`src/rtl/btn_scan_ctrl_pkg.sv`:
```
// Shared definitions for the front-panel button scanner: event encodings,
// default parameter values and a counter-width helper.
package btn_scan_ctrl_pkg;

  typedef enum logic {
    EVT_PRESS   = 1'b0,
    EVT_RELEASE = 1'b1
  } evt_type_e;

  localparam int DEF_N_BTN        = 4;
  localparam int DEF_ID_W         = 2;
  localparam int DEF_TICK_CYCLES  = 1250000;
  localparam int DEF_HIST         = 4;
  localparam int DEF_REPEAT_TICKS = 32;

  // Width of a counter holding 0..n-1, never less than one bit.
  function automatic int cnt_w(input int n);
    return (n <= 2) ? 1 : $clog2(n);
  endfunction

endpackage

```
`src/rtl/btn_scan_ctrl_rr_arbiter.sv`:
```
// Combinational round-robin arbiter: first set request at or above ptr,
// wrapping, reported as one-hot grant plus binary index.
module btn_scan_ctrl_rr_arbiter #(
  parameter int N     = 4,
  parameter int IDX_W = 2
) (
  input  logic [N-1:0]     req,
  input  logic [IDX_W-1:0] ptr,
  output logic [N-1:0]     gnt,
  output logic [IDX_W-1:0] idx,
  output logic             any
);

  always_comb begin
    int cand;
    cand = 0;
    gnt  = '0;
    idx  = '0;
    any  = 1'b0;
    for (int off = 0; off < N; off++) begin
      cand = int'(ptr) + off;
      if (cand >= N) cand = cand - N;
      if (!any && req[cand]) begin
        any       = 1'b1;
        gnt[cand] = 1'b1;
        idx       = IDX_W'(cand);
      end
    end
  end

endmodule

```
`src/rtl/btn_scan_ctrl.sv`:
```
// Multi-button debouncer with per-button pending events drained round-robin
// onto one valid/ready port. Optional auto-repeat: BTN_AUTO_REPEAT_EN.
module btn_scan_ctrl
  import btn_scan_ctrl_pkg::*;
#(
  parameter int N_BTN        = DEF_N_BTN,
  parameter int ID_W         = DEF_ID_W,
  parameter int TICK_CYCLES  = DEF_TICK_CYCLES,
  parameter int HIST         = DEF_HIST,
  parameter int REPEAT_TICKS = DEF_REPEAT_TICKS
) (
  input  logic             clk,
  input  logic             rst,
  input  logic [N_BTN-1:0] btn_in,
  output logic [N_BTN-1:0] stable_out,
  output logic             tick_out,
  output logic             evt_valid,
  input  logic             evt_ready,
  output logic [ID_W-1:0]  evt_id,
  output logic             evt_release,
  output logic [N_BTN-1:0] overrun,
  input  logic             ovr_clr
);

  localparam int CNT_W = cnt_w(TICK_CYCLES);

  if (N_BTN < 1 || N_BTN > 16 || HIST < 2 || HIST > 8 ||
      TICK_CYCLES < 2 || REPEAT_TICKS < 1) begin : g_bad_params
    $error("btn_scan_ctrl: parameter out of range");
  end

  logic [CNT_W-1:0] tick_cnt;
  logic             tick;
  logic [HIST-1:0]  hist [N_BTN];
  logic [N_BTN-1:0] press_trans, rel_trans, rep_evt, evt_set, evt_type;
  logic [N_BTN-1:0] pending, ptype, gnt, issue;
  logic [ID_W-1:0]  rr_ptr, gnt_idx;
  logic             gnt_any, load;

  assign tick     = (tick_cnt == CNT_W'(TICK_CYCLES - 1));
  assign tick_out = tick;

  always_ff @(posedge clk) begin
    if (rst || tick) tick_cnt <= '0;
    else             tick_cnt <= tick_cnt + CNT_W'(1);
  end

  always_ff @(posedge clk) begin
    for (int i = 0; i < N_BTN; i++) begin
      if (rst)       hist[i] <= '0;
      else if (tick) hist[i] <= {hist[i][HIST-2:0], btn_in[i]};
    end
  end

  always_comb begin
    press_trans = '0;
    rel_trans   = '0;
    evt_type    = '0;
    for (int i = 0; i < N_BTN; i++) begin
      press_trans[i] = (&hist[i]) && !stable_out[i];
      rel_trans[i]   = (~|hist[i]) && stable_out[i];
      evt_type[i]    = rel_trans[i] ? EVT_RELEASE : EVT_PRESS;
    end
  end

  always_ff @(posedge clk) begin
    if (rst) stable_out <= '0;
    else     stable_out <= (stable_out | press_trans) & ~rel_trans;
  end

`ifdef BTN_AUTO_REPEAT_EN
  localparam int REP_W = cnt_w(REPEAT_TICKS + 1);
  logic [REP_W-1:0] rep_cnt [N_BTN];

  always_comb begin
    rep_evt = '0;
    for (int i = 0; i < N_BTN; i++)
      rep_evt[i] = stable_out[i] && tick && (rep_cnt[i] == REP_W'(REPEAT_TICKS - 1));
  end

  // Counter restarts on each press and is held clear while released.
  always_ff @(posedge clk) begin
    for (int i = 0; i < N_BTN; i++) begin
      if (rst || press_trans[i] || !stable_out[i]) rep_cnt[i] <= '0;
      else if (tick)                               rep_cnt[i] <= rep_evt[i] ? '0 : rep_cnt[i] + REP_W'(1);
    end
  end
`else
  assign rep_evt = '0;
`endif

  assign evt_set = press_trans | rel_trans | rep_evt;
  assign load    = !evt_valid || evt_ready;
  assign issue   = (load && gnt_any) ? gnt : '0;

  btn_scan_ctrl_rr_arbiter #(
    .N     (N_BTN),
    .IDX_W (ID_W)
  ) u_arb (
    .req (pending),
    .ptr (rr_ptr),
    .gnt (gnt),
    .idx (gnt_idx),
    .any (gnt_any)
  );

  // A fresh transition beats the grant that would clear its pending slot.
  always_ff @(posedge clk) begin
    if (rst) begin
      pending <= '0;
      ptype   <= '0;
      overrun <= '0;
    end else begin
      pending <= (pending & ~issue) | evt_set;
      ptype   <= (ptype & ~evt_set) | (evt_type & evt_set);
      overrun <= (ovr_clr ? '0 : overrun) | (evt_set & pending & ~issue);
    end
  end

  always_ff @(posedge clk) begin
    if (rst) begin
      evt_valid   <= 1'b0;
      evt_id      <= '0;
      evt_release <= 1'b0;
      rr_ptr      <= '0;
    end else if (load) begin
      evt_valid <= gnt_any;
      if (gnt_any) begin
        evt_id      <= gnt_idx;
        evt_release <= ptype[gnt_idx];
        rr_ptr      <= (gnt_idx == ID_W'(N_BTN - 1)) ? '0 : gnt_idx + ID_W'(1);
      end
    end
  end

endmodule

```
`config.mk`:
```
export PLATFORM = sky130hd
export DESIGN_NAME = btn_scan_ctrl
export DESIGN_NICKNAME = d
export VERILOG_FILES = /design/src/rtl/btn_scan_ctrl_pkg.sv /design/src/rtl/btn_scan_ctrl_rr_arbiter.sv /design/src/rtl/btn_scan_ctrl.sv
export SDC_FILE = /design/constraint.sdc
export NUM_CORES = 1
export LEC_CHECK = 0
export BUFFER_PORTS_ARGS = -buffer_cell sky130_fd_sc_hd__buf_4
export CORE_MARGIN = 5
export CORE_UTILIZATION = 45
export CTS_BUF_LIST = sky130_fd_sc_hd__clkbuf_8
export CTS_CLUSTER_DIAMETER = 100
export DETAILED_ROUTE_END_ITERATION = 10
export PLACE_DENSITY = 0.71
export SLEW_MARGIN = 20
export SYNTH_ARGS = -nofsm -noshare
export SYNTH_HDL_FRONTEND = slang
export SYNTH_SLANG_ARGS = --single-unit
```
`constraint.sdc`:
```
create_clock -name clk -period 8.6 [get_ports clk]
set_clock_uncertainty 0.2 [all_clocks]
set_input_delay 0.43 -clock clk [delete_from_list [all_inputs] [get_ports clk]]
set_output_delay 0.43 -clock clk [all_outputs]
set_load 0.01 [all_outputs]
```
==> impl_metrics.tcl <==
set metrics [dict create \
    status "complete, no violations" \
    root_buffer "clkbuf_8" \
    viasPerCell 5.369 \
    nNetsFinal 352 \
    grt_pass1_wl_um 9328 \
    switching_power_mw 0.1232 \
    setup_tns_ns 0 \
    reg2reg_depth 8 \
    antenna_found_initial 0 \
    layout_commonest_cell "dfxtp_1" \
    fin_hold_ws_ns 0.1760 \
    p_total_mw 0.5827 \
    critPathKind "register to register" \
    synthToLayoutAreaGrowth_pct 13.61 \
    seq_area_frac_synth_pct 45.31 \
    path_cells "clkinv_1, ha_1, mux4_2, nand2b_4, a31oi_1, o21ai_0, a211oi_1, a2111oi_2" \
    drtPass1Iterations 4 \
    r2r_start "rr_ptr[0]$_SDFFE_PP0P_" \
    synth-xor-area-share_pct 7.058 \
    synth_area_per_cell_um2 9.339 \
    ys_warn_count 0 \
    p_comb_share_pct 4.1 \
    layout_common_cells "dfxtp_1 (43), nor2_1 (32), nand2_1 (29)" \
    drt_wl_total_um 5452 \
    placed_area_um2 3156 \
    grt-ovfl-total 0 \
    detail_route.iter0.violations 84 \
    fmax_mhz 294.6 \
    hpwl_um 3824 \
    arrival_ns 3.40 \
    worst_pin_slew_ns 0.7259 \
    ff2ff_setup_slack_ns 5.21 \
    slew_viol_final 0 \
    p_int_mw 0.4595 \
    drcViolationCount 0 \
    ys_seq_elements 59 \
    via_count 2255 \
    tritoncts "yes" \
    synth-simple-area-share_pct 25.19 \
    crit_start "rr_ptr[0]$_SDFFE_PP0P_" \
    cp_data_required_time_ns 8.61 \
    initial_core_util_pct 46.36 \
    cts_resized 0 \
    diodes 0 \
    synthArstFlopShare_pct 0 \
    syn_inst 317 \
    synth.area.mux_share_pct 4.776 \
    slowest_delay_ns 0.79 \
    grt_pass1_vias 2008 \
    synth_top_family_by_area "simple AND/OR/NAND/NOR gates" \
    start_kind "register" \
    hp-start "btn_in[1]" \
    syn-num-nets 331 \
    power.leakage_nw 1.204 \
    htreeDepth 3 \
    wire_per_inst_um 12.98 \
    hold_class "primary input to register" \
    slew_headroom_pct 51.54 \
    finalHoldViolations 0 \
    setup_violations 0 \
    grtUsageTotal_pct 13.71 \
    cts.path.max_buffers 2 \
    worstSetupEndpoint "evt_release$_SDFFE_PP0P_" \
    postLayoutCellArea_um2 3363 \
    rsz0062_at_grt "no" \
    slowest_stage "dfxtp_1" \
    die_w_um 91.11 \
    ir_drop_mv 0.1327 \
    core-area_um2 6386 \
    layout_min_cycle_time_ns 3.395 \
    worst_slack_ns 5.205 \
    cts.hold.buffers_added 0 \
    port_buffers 20 \
    synth_compound_gate_area_share_pct 11.37 \
    post-cts-setup-buffers 0 \
    synth-adder-area-share_pct 2.536 \
    period_share_pct 39.47 \
    clk_latency_ns 0.33 \
    die_area_um2 8301 \
    swShare_pct 21.14 \
    worst-path-max-fanout 17 \
    drv_cap 0 \
    synth-edff-count 16 \
    synth_cell_types 43 \
    io_pins 21 \
    num_rows 29 \
    layout-drive-gt1-share_pct 13.70 \
    p_per_area_nw_per_um2 173.3 \
    netlist_area_um2 2960 \
    cts_buffers 9 \
    pwr-share-clk_pct 45.1 \
    seqPwrFrac_pct 50.7 \
    dieHeight_um 91.11 \
    reg2reg_to "evt_release$_SDFFE_PP0P_" \
    path_clk_slew_ns 0.06 \
    clock-sinks 59 \
    ant_nets 0 \
    pre_cts_ws_ns 5.213 \
    endpoint_kind "register" \
    gp_congestion 0.8240 \
    ys.flop_type "dfxtp_1" \
    grt_max_degree 33 \
]
==> power by group through the flow <==
stage	Combinational (mW)	Sequential (mW)	Clock (mW)
finish	0.0241	0.296	0.263
detailed placement	0.0243	0.302	0
global placement	0.0237	0.301	0
floorplan	0.0169	0.300	0
CTS	0.0243	0.295	0.271
global route	0.0269	0.296	0.287
==> metrics by stage <==
step                instances  utilization, %
global route              420           52.66
global placement          404           49.41
finish                    420           52.66
floorplan                 317               -
CTS                       420           52.66
detailed placement        404           49.41
==> how the worst min path moves through the flow <==
stage | endpoint | depth (start not counted)
4_1_cts | hist[0][0]$_SDFFCE_PN0P_ | 2
3_3_place_gp | overrun[0]$_SDFF_PP0_ | 2
2_1_floorplan | tick_cnt[0]$_SDFF_PP0_ | 1
3_5_place_dp | overrun[1]$_SDFF_PP0_ | 2
6_report | hist[1][0]$_SDFFCE_PN0P_ | 2
5_1_grt | hist[1][0]$_SDFFCE_PN0P_ | 2
==> Yosys cell counts (all sizes together) (5+ instances only) <==
library cell	instances	share of area, %
edfxtp	16	16
dfxtp	43	29
nand3	16	3.1
ha	6	2.5
xor2	15	4.4
o21ai	16	2.7
clkbuf	6	0.80
nand2	29	3.7
a21oi	15	2.5
nor2	32	4.1
buf	6	1.4
xnor2	8	2.6
and2	17	3.6
nand2b	10	2.4
nand4	5	1.1
a31oi	5	1.1
nor3	13	2.2
a211oi	5	1.3
inv	11	1.4
==> area by class of cell <==
| cell class | instances | area (um2) |
|---|---|---|
| Inverter | 12 | 45.04 |
| Multi-Input combinational cell | 234 | 1508 |
| Tap cell | 77 | 96.34 |
| Sequential cell | 59 | 1341 |
| Timing Repair Buffer | 22 | 165.2 |
| Clock inverter | 7 | 83.83 |
| Clock buffer | 9 | 123.9 |
| Fill cell | 598 | 3023 |
==> layer usage <==
metal | up-vias | GRT usage [%] | part of all wire, %
met4 | 0 | 6.235 | 1.6
met1 | 1059 | 18.57 | 51
met3 | 8 | 3.719 | 2.6
met2 | 24 | 20.37 | 45
met5 | - | 0 | 0
li1 | 1164 | - | -
==> critical path, delay by kind of cell (launching register included) <==
| kind | cells | cell delay [ns] |
|---|---|---|
| multiplexers | 1 | 0.46 |
| AO/OA/AOI/OAI | 4 | 0.63 |
| AND/OR/NAND/NOR | 1 | 0.21 |
| buffers and inverters | 1 | 0.45 |
| adder cells (fa/ha/maj) | 1 | 0.52 |
| flip-flops | 1 | 0.79 |
==> logic make-up after synthesis <==
kind of cell             after synthesis
XOR/XNOR                              23
buffers and inverters                 24
AO/OA/AOI/OAI                         53
multiplexers                          10
AND/OR/NAND/NOR                      142
flip-flops                            59
adder cells (fa/ha/maj)                6
==> sequential cells by signal, summed over array words and instances (netlist names), named ones only <==
signal       cells
pending          4
stable_out       4
evt_valid        1
evt_id           2
hist            16
tick_cnt        21
evt_release      1
overrun          4
rr_ptr           2
No activity file was read; power rests on OpenSTA's default activity.
